[src/rtl/uart_rx_fifo.sv]
`default_nettype none
// +--------------------------------------------------------------------------+
// | Module      : uart_rx_fifo                                               |
// | Description : FWFT receive FIFO behind uart_rx with overflow and error   |
// |               counting.                                                  |
// | Revision    : 1.0 - initial release                                      |
// +--------------------------------------------------------------------------+
module uart_rx_fifo #(
    parameter int DATA_BITS = 8,
    parameter int DEPTH     = 16,
    parameter int AF_LEVEL  = 12
) (
    input  logic                     clk,
    input  logic                     rst_n,
    input  logic [DATA_BITS-1:0]     rx_data,
    input  logic                     rx_valid,
    input  logic                     rx_error,
    output logic [DATA_BITS-1:0]     rd_data,
    output logic                     rd_err,
    output logic                     rd_valid,
    input  logic                     rd_ready,
    output logic [$clog2(DEPTH):0]   count,
    output logic                     empty,
    output logic                     full,
    output logic                     almost_full,
    output logic                     overflow,
    input  logic                     clr_overflow,
    output logic [7:0]               err_cnt
);

    localparam int                c_AW       = $clog2(DEPTH);
    localparam int                c_CW       = c_AW + 1;
    localparam logic [c_AW-1:0]   c_PTR_ONE  = c_AW'(1);
    localparam logic [c_CW-1:0]   c_CNT_ONE  = c_CW'(1);
    localparam logic [c_CW-1:0]   c_DEPTH    = c_CW'(DEPTH);
    localparam logic [c_CW-1:0]   c_AF_LEVEL = c_CW'(AF_LEVEL);
    localparam logic [7:0]        c_ERR_MAX  = 8'hFF;

    // Each entry carries the error flag in its MSB above the data bits.
    logic [DATA_BITS:0] r_mem [DEPTH];
    logic [c_AW-1:0]    r_wr_ptr;
    logic [c_AW-1:0]    r_rd_ptr;
    logic [c_CW-1:0]    r_count;
    logic               r_empty;
    logic               r_full;
    logic               r_almost_full;
    logic               r_overflow;
    logic [7:0]         r_err_cnt;

    logic               w_pop;
    logic               w_push;
    logic               w_drop;
    logic [c_CW-1:0]    w_count_nxt;
    logic [DATA_BITS:0] w_head;

    assign w_pop  = !r_empty && rd_ready;
    assign w_push = rx_valid && (!r_full || w_pop);
    assign w_drop = rx_valid && !w_push;

    always_comb begin
        w_count_nxt = r_count;
        case ({w_push, w_pop})
            2'b10:   w_count_nxt = r_count + c_CNT_ONE;
            2'b01:   w_count_nxt = r_count - c_CNT_ONE;
            default: w_count_nxt = r_count;
        endcase
    end

    // Storage is cleared on reset so the head reads as zero and no stale entry survives.
    always_ff @(posedge clk) begin
        if (!rst_n) begin
            for (int i = 0; i < DEPTH; i++) begin
                r_mem[i] <= '0;
            end
        end else if (w_push) begin
            r_mem[r_wr_ptr] <= {rx_error, rx_data};
        end
    end

    always_ff @(posedge clk) begin
        if (!rst_n) begin
            r_wr_ptr      <= '0;
            r_rd_ptr      <= '0;
            r_count       <= '0;
            r_empty       <= 1'b1;
            r_full        <= 1'b0;
            r_almost_full <= 1'b0;
            r_overflow    <= 1'b0;
            r_err_cnt     <= '0;
        end else begin
            if (w_push) begin
                r_wr_ptr <= r_wr_ptr + c_PTR_ONE;
            end
            if (w_pop) begin
                r_rd_ptr <= r_rd_ptr + c_PTR_ONE;
            end
            r_count       <= w_count_nxt;
            r_empty       <= (w_count_nxt == '0);
            r_full        <= (w_count_nxt == c_DEPTH);
            r_almost_full <= (w_count_nxt >= c_AF_LEVEL);
            // A new drop wins over a coincident clear.
            if (w_drop) begin
                r_overflow <= 1'b1;
            end else if (clr_overflow) begin
                r_overflow <= 1'b0;
            end
            if (w_push && rx_error && (r_err_cnt != c_ERR_MAX)) begin
                r_err_cnt <= r_err_cnt + 8'd1;
            end
        end
    end

    assign w_head      = r_mem[r_rd_ptr];
    assign rd_data     = w_head[DATA_BITS-1:0];
    assign rd_err      = w_head[DATA_BITS];
    assign rd_valid    = !r_empty;
    assign count       = r_count;
    assign empty       = r_empty;
    assign full        = r_full;
    assign almost_full = r_almost_full;
    assign overflow    = r_overflow;
    assign err_cnt     = r_err_cnt;

endmodule
`default_nettype wire

[config.mk]
export PLATFORM = sky130hd
export DESIGN_NAME = uart_rx_fifo
export DESIGN_NICKNAME = d
export VERILOG_FILES = /design/src/rtl/uart_rx_fifo.sv
export SDC_FILE = /design/constraint.sdc
export NUM_CORES = 1
export LEC_CHECK = 0
export ABC_AREA = 1
export CAP_MARGIN = 20
export CORE_MARGIN = 1.5
export CORE_UTILIZATION = 35
export DETAILED_ROUTE_END_ITERATION = 10
export GPL_TIMING_DRIVEN = 1
export PLACE_DENSITY_LB_ADDON = 0.3
export SETUP_SLACK_MARGIN = 0.3
export SLEW_MARGIN = 20
export SYNTH_ARGS = -nofsm -noshare
export SYNTH_HDL_FRONTEND = slang
export SYNTH_SLANG_ARGS = --single-unit
[constraint.sdc]
create_clock -name clk -period 1.95 [get_ports clk]
set_clock_uncertainty 0.2 [all_clocks]
set_input_delay 0.2925 -clock clk [delete_from_list [all_inputs] [get_ports clk]]
set_output_delay 0.2925 -clock clk [all_outputs]
set_load 0.005 [all_outputs]
* Yosys cells after proc, flatten, opt, wreduce, memory -nomap -nowiden
Memory sizes are Yosys's and may differ from the RTL's. A register that Yosys moved wholly into a read port is not among the register bits. Cells that the tools add are included.
Operators by class: add/sub/neg operators 5, multipliers 0, divide/modulo/power cells 0, $lt $le $gt $ge 1, equal/unequal tests 4, shifts and indexed selects 0, multiplexer cells 12, bitwise logic cells 0, reductions and logical operators 12
Operator list (number):
- 4-bit 2-to-1 mux | 3
- 5-bit one-hot mux with 2 select lines | 1
- 9-bit 2-to-1 mux | 1
- 9-bit OR reduction | 1
- 4-bit by 1-bit adder with 4-bit output (second input constant) | 2
- 8-bit by 1-bit adder with 8-bit output (second input constant) | 1
- 8-bit inequality test (second input constant) | 1
- 1-bit 2-to-1 mux | 7
- 5-bit by 1-bit adder with 5-bit output (second input constant) | 1
- 5-bit == test (second input constant) | 1
- 5-bit by 4-bit greater-or-equal comparator with 1-bit output (second input constant) | 1
- 1-bit logical AND | 5
- 5-bit zero test | 1
- 5-bit by 1-bit subtractor with 5-bit output (second input constant) | 1
- 1-bit zero test | 3
- 2-bit by 1-bit == test with 1-bit output (second input constant) | 1
- 2-bit == test (second input constant) | 1
- 2-bit nonzero test | 1
- 1-bit logical OR | 1
Word-level totals: bits in registers 25, bits in latches 0, bits in writable memories 144, ROM bits 0, output and inout port bits 27, memories 1
Memories:
- r_mem | depth 16, width 9, rd ports 1, clocked after memory_dff 1, write ports 16, RTL line 40 | logic [DATA_BITS:0] r_mem [DEPTH];

* Longest topological paths before layout
Gate-level depths: netlist of run 1.
word-level depth 9, mapped depth 18

* Worst setup path before layout of run 1
Ideal clock, no wire load.
kind reg2reg, start reg r_empty (netlist: empty), end reg r_almost_full (netlist: almost_full), arrival time 1.762 ns, slack -0.136 ns, stages on the path, launching flop included 16, path buffers 0, clock period less this slack 2.086 ns, path through dfxtp_1 -> inv_2 -> nand2_2 -> inv_1 -> ha_1 -> nand2_1 -> inv_1 -> nor2_1 -> ha_1 -> inv_1 -> nand2_1 -> nand3_1 -> nand2_1 -> nand4_1 -> nand3_1 -> o21ai_0
Between the ends: cells in the longest elaborated chain, start to end 7, elaborated cells between the ends (all ways) 8
RTL lines:
- start, declared | RTL line 44 | logic r_empty;
- start signal, assigned | RTL line 98 | r_empty <= (w_count_nxt == '0);
- 1-bit zero test *
- net rd_valid | RTL line 20 | output logic rd_valid,
- 1-bit logical AND * | RTL line 56 | assign w_pop = !r_empty && rd_ready;
- net w_pop | RTL line 50 | logic w_pop;
- 1-bit logical OR | RTL line 57 | assign w_push = rx_valid && (!r_full || w_pop);
- 1-bit logical AND | RTL line 57
- 2-bit by 1-bit == test with 1-bit output or 2-bit == test (tied branches) | RTL line 62 | case ({w_push, w_pop})
- 5-bit one-hot mux with 2 select lines * | RTL line 62
- 5-bit by 4-bit greater-or-equal comparator with 1-bit output * | RTL line 100 | r_almost_full <= (w_count_nxt >= c_AF_LEVEL);
- end signal, assigned | RTL line 100
- end, declared | RTL line 46 | logic r_almost_full;
Mark *: on every way through the listed nets, which the timed path passes. The rest lies on a longest branch. A chain may end at the register's enable or synchronous reset.

==> results by group, run 1 <==
Outcome
  – Status: complete, but fails checks
  – Failing checks: setup timing

Timing
  – PnR worst setup slack: -541 ps
  – RSZ-0062 raised after global routing: yes
  – Period utilization: 1.28
  – Slew @ Worst Pin: 823 ps
  – Worst slew margin: 0.451
  – Hold WS: 117 ps
  – Final hold vios: 0
  – Slew Limit Fails: 0
  – Post-route minimum period: 2490 ps
  – Fmax: 0.401 GHz
  – Final setup violation count: 19

Final layout
  – Syn-to-layout area delta: 64.4%
  – Final-stage net count: 999
  – Proportion of layout cells with a drive suffix above 1: 0.493
  – Final Instance Area: 13200 um2
  – Antenna Cells: 0

Yosys
  – Top_reg_cell synth: edfxtp_1
  – Area share of the largest cell type after synthesis: 0.536
  – Simple-gate share of the synthesized area: 0.171
  – Cells after Synth: 778
  – Post-synth net total: 801
  – Register bit total from synthesis: 173
  – Synth cell types: 31
  – Cell Area, Synth: 8060 um2
  – Compound-Gate Fraction of Synth Area: 0.0981
  – Synthesized area per cell: 10.4 um2
  – Top cells by area, synth: edfxtp_1, nor2_1, dfxtp_1, mux2i_1, inv_1
  – Main combinational cell family by area after synthesis: simple AND/OR/NAND/NOR gates
  – Asr flop ratio synth: 0
  – Xor and xnor area share after synthesis: 0.00543
  – Mux cell area share after synthesis: 0.0447
  – Area leader, netlist: edfxtp_1
  – Post-Synth Adder-Cell Area: 0.0140
  – Yosys Warn Count: 0
  – Number of synthesized flops with an enable pin: 144
  – Sequential area share after synthesis: 0.609

Floorplan
  – Initial core utilization: 0.356
  – Core ar.: 22600 um2
  – Die Ht: 155 um
  – Die W: 155 um
  – Die ar.: 23900 um2
  – Ports: 41
  – FP Rows: 55

Placed design
  – GP Congestion: 0.791
  – Detail Placement HPWL: 13200 um
  – IO Port Bufs: 40
  – Post-DP Area: 9560 um2

Worst hold path
  – Worst Hold Class: input pin to flip-flop

Global route
  – Largest net degree at the start of global routing: 24
  – Initial antenna violation count: 0
  – Tot GR Track Use: 0.200
  – Vias in the first global route: 6556
  – First-pass GRT wire length: 35600 um
  – Total gr overflow: 0

CTS
  – Reg clk slew, reported paths: 70 ps
  – Clock Latency Late Sink: 440 ps
  – Clock root buffer: clkbuf_16
  – Hold-fix buffers at CTS: 0
  – CTS buffer count: 17
  – Bufs on Longest Clock Path: 2
  – Clock sinks: 173
  – H-tree levels: 4
  – CTS tree: built

Worst setup path
  – Crit Path Max Fanout: 6
  – WP buf/inv: 3
  – Critical path class: flip-flop to output pin
  – Crit. End Element: output pin
  – CP Launch Type: flip-flop
  – CP Cell Sequence: buf_12, buf_4, mux2i_1, o211ai_1, o211ai_1, nand2_1, buf_2
  – Crit-path leading delay family: compound AO/OA/AOI/OAI gates
  – Biggest cell delay along the critical path: 390 ps
  – Crit path DAT: 2000 ps
  – Slowest-stage cell, CP: dfxtp_4
  – CP Data Required Time: 1460 ps
  – Most frequent cell on the critical path: o211ai_1

Drt
  – Avg Vias per Cell: 5.17
  – DR vias: 6577
  – DR pass1 iterations: 5
  – WL/cell: 19.4 um
  – Routed Antenna Nets: 0
  – DRC viols: 0
  – Drt initial violations: 344
  – DRT Wirelength: 24600 um

Power
  – VDD IR-drop max: 0.000575 V
  – PwrDens: 761 nW/um2
  – Static Leakage: 5.03 nW

Job
  – Max-Cap Viols: 0
==> synth_stat cells, types with 5 or more instances <==
master,number
nand2_1,69
ha_1,9
nor2_1,168
mux2i_1,36
edfxtp_1,144
clkbuf_1,24
nand2_4,17
o21ai_0,55
buf_2,6
o211ai_1,36
nand4_1,5
nand3_1,23
a21oi_1,48
inv_1,77
dfxtp_1,29
==> area by class of cell <==
cell class / instances / area (um2)
fillers: 1742 / 9390
clock buffers: 17 / 425
multi-input cells: 498 / 4460
clock inverters: 14 / 184
flip-flops and latches: 173 / 4940
inverters: 81 / 320
repair buffers: 205 / 2560
well taps: 285 / 357
==> worst paths after layout <==
| check | to | from | slack [ps] | depth (start not counted) |
|---|---|---|---|---|
| worst max-delay path | rd_err | flip-flop | -540 | 7 |
| worst min-delay path | empty | rst_n | 120 | 3 |
| worst max register to register | full | empty | -100 | 16 |
| worst min register to register | overflow | overflow | 280 | 2 |
==> repair_timing <==
action	CTS	global route
endpoints found under the setup margin	331	319
pin swaps	57	47
setup buffers	42	18
cloned	34	1
hold endpoints to repair	0	0
gates resized for setup	334	279
==> sequential cells by signal, indices dropped and copies added, names as in the netlist, named ones only <==
register and count:
r_mem 144, err_cnt 8, count 5, r_rd_ptr 4, r_wr_ptr 4, almost_full 1, empty 1, full 1
overflow 1
==> cell families (layout without fill, tap and decap cells) <==
kind of cell | after synthesis | after routing
AOI/OAI and AO/OA | 140 | 140
xor gates and xnor gates | 5 | 5
adders and majority gates | 9 | 9
buffers and inverters | 117 | 317
DFF | 173 | 173
muxes | 36 | 36
and+or+nand+nor | 298 | 308
==> worst reg2reg max path, stage by stage (launching register included) <==
cell and delay [ps]:
dfxtp_2 330, inv_2 80, nand2_4 60, buf_6 120, inv_4 50, ha_4 170
nor2_4 50, nor2_4 120, ha_4 130, inv_2 40, nand2_4 60, nand3_2 90
nand2_2 100, nand3_2 80, nand2_2 70, nand3_2 110, nor2_1 120
==> per-layer routing <==
metal,GRT usage,vias to the layer above,share of wire
met2,0.345,205,0.52
met3,0.0401,49,0.050
met4,0.0824,0,0.028
met1,0.245,3226,0.41
met5,0,-,0
li1,-,3097,-
==> where the power goes <==
group | total [mW] | internal (mW) | switching, mW | leakage (nW)
clock network | 3.58 | 2.04 | 1.54 | 0.301
registers | 4.25 | 4.17 | 0.0800 | 1.73
logic | 2.25 | 1.05 | 1.20 | 2.99
==> cell usage in the layout (no fill, tap or decap), types with 16 or more instances in the layout <==
| cell type | instances |
|---|---|
| edfxtp_1 | 144 |
| nor2_4 | 113 |
| inv_1 | 69 |
| buf_4 | 64 |
| buf_6 | 41 |
| nand2_1 | 38 |
| o21ai_1 | 37 |
| o211ai_1 | 36 |
| nand2_8 | 36 |
| mux2i_1 | 34 |
| nor2_2 | 32 |
| a21oi_1 | 30 |
| buf_12 | 29 |
| nor2_1 | 26 |
| clkbuf_16 | 18 |
| buf_16 | 18 |
| a21oi_2 | 16 |
| nand3_1 | 16 |
==> stage by stage <==
| stage | instances | setup TNS [ps] | total power [mW] | setup slack, ps | utilization |
|---|---|---|---|---|---|
| 4_1_cts | 1254 | -4440 | 9.84 | -566 | 0.534 |
| 5_1_grt | 1273 | -10100 | 10.4 | -597 | 0.585 |
| 6_report | 1273 | -4780 | 10.1 | -541 | 0.585 |
| 3_5_place_dp | 1147 | -106050 | 5.82 | -513 | 0.422 |
| 2_1_floorplan | 778 | -38.6 | 5.14 | -19.3 | - |
| 3_3_place_gp | 1147 | -99610 | 5.80 | -453 | 0.422 |
Note: power is estimated with default switching activity, not from simulation.
==> run 2, diff against run 1 <==
ABC_AREA = unset   (was 1)
CORE_ASPECT_RATIO = 0.8   (was unset)
==> results by group, run 2 <==
Yosys
  – Count leader, synth: and2_1
  – Cells after Synth: 556
  – Area share of the largest cell type after synthesis: 0.533
  – Register bit total from synthesis: 173
  – Top_reg_cell synth: edfxtp_1
  – Post-synth net total: 579
  – Synth cell types: 47
  – Synthesized area per cell: 14.6 um2
  – Asr flop ratio synth: 0
  – Yosys Warn Count: 0
  – Area leader, netlist: edfxtp_1
  – Top cells by area, synth: edfxtp_1, and2_1, mux4_1, dfxtp_1, mux4_2
  – Number of synthesized flops with an enable pin: 144
  – Cell Area, Synth: 8110 um2
  – Commonest cells post-synth: and2_1, edfxtp_1, nor2_1, mux4_1, dfxtp_1
  – Sequential area share after synthesis: 0.605

Timing
  – Final hold vios: 0
  – Period utilization: 1.48
  – Slew @ Worst Pin: 468 ps
  – PnR worst setup slack: -935 ps
  – Fmax: 0.347 GHz
  – Post-route minimum period: 2890 ps
  – RSZ-0062 raised after global routing: yes
  – Worst slew margin: 0.688
  – Setup tns final: -75730 ps
  – Slew Limit Fails: 0
  – Final setup violation count: 313

Global route
  – First-pass GRT wire length: 30100 um
  – Tot GR Track Use: 0.169
  – Vias in the first global route: 5134
  – Initial antenna violation count: 1
  – Largest net degree at the start of global routing: 32
  – Total gr overflow: 0

CTS
  – H-tree levels: 4
  – Reg clk slew, reported paths: 70 ps
  – Clock Latency Late Sink: 430 ps
  – CTS tree: built
  – Clock sinks: 173
  – Bufs on Longest Clock Path: 2
  – Clock root buffer: clkbuf_16
  – CTS buffer count: 17

Worst setup path
  – R2R Path End: empty
  – CP Launch Type: flip-flop
  – Worst Setup EP: rd_data[1]
  – Crit path DAT: 2390 ps
  – Crit Path Max Fanout: 8
  – Setup slack, reg-to-reg: -810 ps
  – Critical path class: flip-flop to output pin
  – Reg2reg start: empty
  – CP Data Required Time: 1460 ps
  – Crit. End Element: output pin
  – R2R cell count: 12

Final layout
  – Syn-to-layout area delta: 42.2%
  – Final-stage net count: 732
  – Max reg flops: 144
  – Fill cells: 1840
  – Most frequent cells in the layout: edfxtp_1, and2_1, and2_4
  – Proportion of layout cells with a drive suffix above 1: 0.501
  – Final Non-Filler Cells: 1028
  – Top reg by flops: r_mem
  – Antenna Cells: 0
  – Multi-input gate area: 3630 um2
  – Final core utilization: 0.510
  – Storage element area: 4950 um2
  – Most common cell after layout, fill and taps aside: edfxtp_1

Floorplan
  – FP Rows: 49
  – Initial core utilization: 0.359
  – Ports: 41
  – Core ar.: 22600 um2
  – Die W: 173 um
  – Die ar.: 24100 um2
  – Die Ht: 139 um

Power
  – Static Leakage: 4.56 nW
  – VDD IR-drop max: 0.000604 V
  – PwrDens: 888 nW/um2

Worst hold path
  – Worst Hold Class: input pin to flip-flop

Drt
  – Drt initial violations: 283
  – DRC viols: 0
  – DR pass1 iterations: 4
  – Routed Antenna Nets: 0
  – WL/cell: 20.1 um
  – Avg Vias per Cell: 4.99
  – DRT Wirelength: 20700 um
  – DR vias: 5132

Outcome
  – Status: complete, but fails checks
  – Failing checks: setup timing

Placed design
  – Inst Count DP: 951
  – IO Port Bufs: 40
  – GP Congestion: 0.780
  – Detail Placement HPWL: 13200 um

Job
  – Max-Cap Viols: 0
-- run 2: area by class of cell --
type | instances | area share
Clock buffer | 17 | 0.0369
Sequential cell | 173 | 0.429
Timing Repair Buffer | 163 | 0.168
Clock inverter | 15 | 0.0152
Tap cell | 306 | 0.0332
Inverter | 9 | 0.00314
Multi-Input combinational cell | 345 | 0.315
-- run 2: worst min path at each step --
stage | start | endpoint | slack [ps] | cells after the start
after floorplan | clr_overflow | overflow | 260 | 3
after CTS | clr_overflow | overflow | 250 | 4
final | clr_overflow | overflow | 270 | 4
after global routing | clr_overflow | overflow | 300 | 4
after detailed placement | overflow | overflow | 270 | 2
after global placement | overflow | overflow | 280 | 2
-- run 2: cell families (layout without fill, tap and decap cells) --
family                     Yosys count  in the layout  share of synthesized area
buffers and inverters               40            204                     0.0234
xor gates and xnor gates            15             15                     0.0162
AOI/OAI and AO/OA                   33             33                     0.0262
and+or+nand+nor                    238            240                      0.172
adders and majority gates            9              9                     0.0139
muxes                               48             48                      0.143
DFF                                173            173                      0.605
-- run 2: metrics by stage --
stage | setup WS, ps | instance area (um2) | hold slack [ps] | power, mW
2_1_floorplan | -915 | 8290 | 264 | 5.56
3_3_place_gp | -1130 | 9670 | 283 | 6.27
3_5_place_dp | -1170 | 9670 | 272 | 6.32
4_1_cts | -974 | 10800 | 250 | 10.1
5_1_grt | -1010 | 11500 | 298 | 10.6
6_report | -935 | 11500 | 270 | 10.2
-- run 2: report_power, final --
part / leakage (nW) / internal [mW] / switching [mW]
clock: 0.288 / 1.83 / 1.58
sequential: 1.73 / 4.20 / 0.128
combinational: 2.54 / 1.43 / 1.07
-- run 2: metal layers --
| metal | track usage | vias up | share of wire |
|---|---|---|---|
| met1 | 0.224 | 2619 | 0.44 |
| li1 | - | 2362 | - |
| met3 | 0.0367 | 18 | 0.046 |
| met4 | 0.0481 | 2 | 0.012 |
| met5 | 0 | - | 0.00063 |
| met2 | 0.281 | 131 | 0.50 |
-- run 2: timing repair --
action,in CTS,in global routing
endpoints found under the setup margin,327,335
setup buffers,20,13
gates resized for setup,111,188
pin swaps,12,20
hold buffers,0,0
cloned,6,6
-- run 2: critical path, stage by stage, from the launching register on --
cell     delay (ps)
dfxtp_4         430
buf_6           120
buf_12           90
buf_16          130
buf_6           100
mux4_2          480
mux4_2          470
buf_2           140
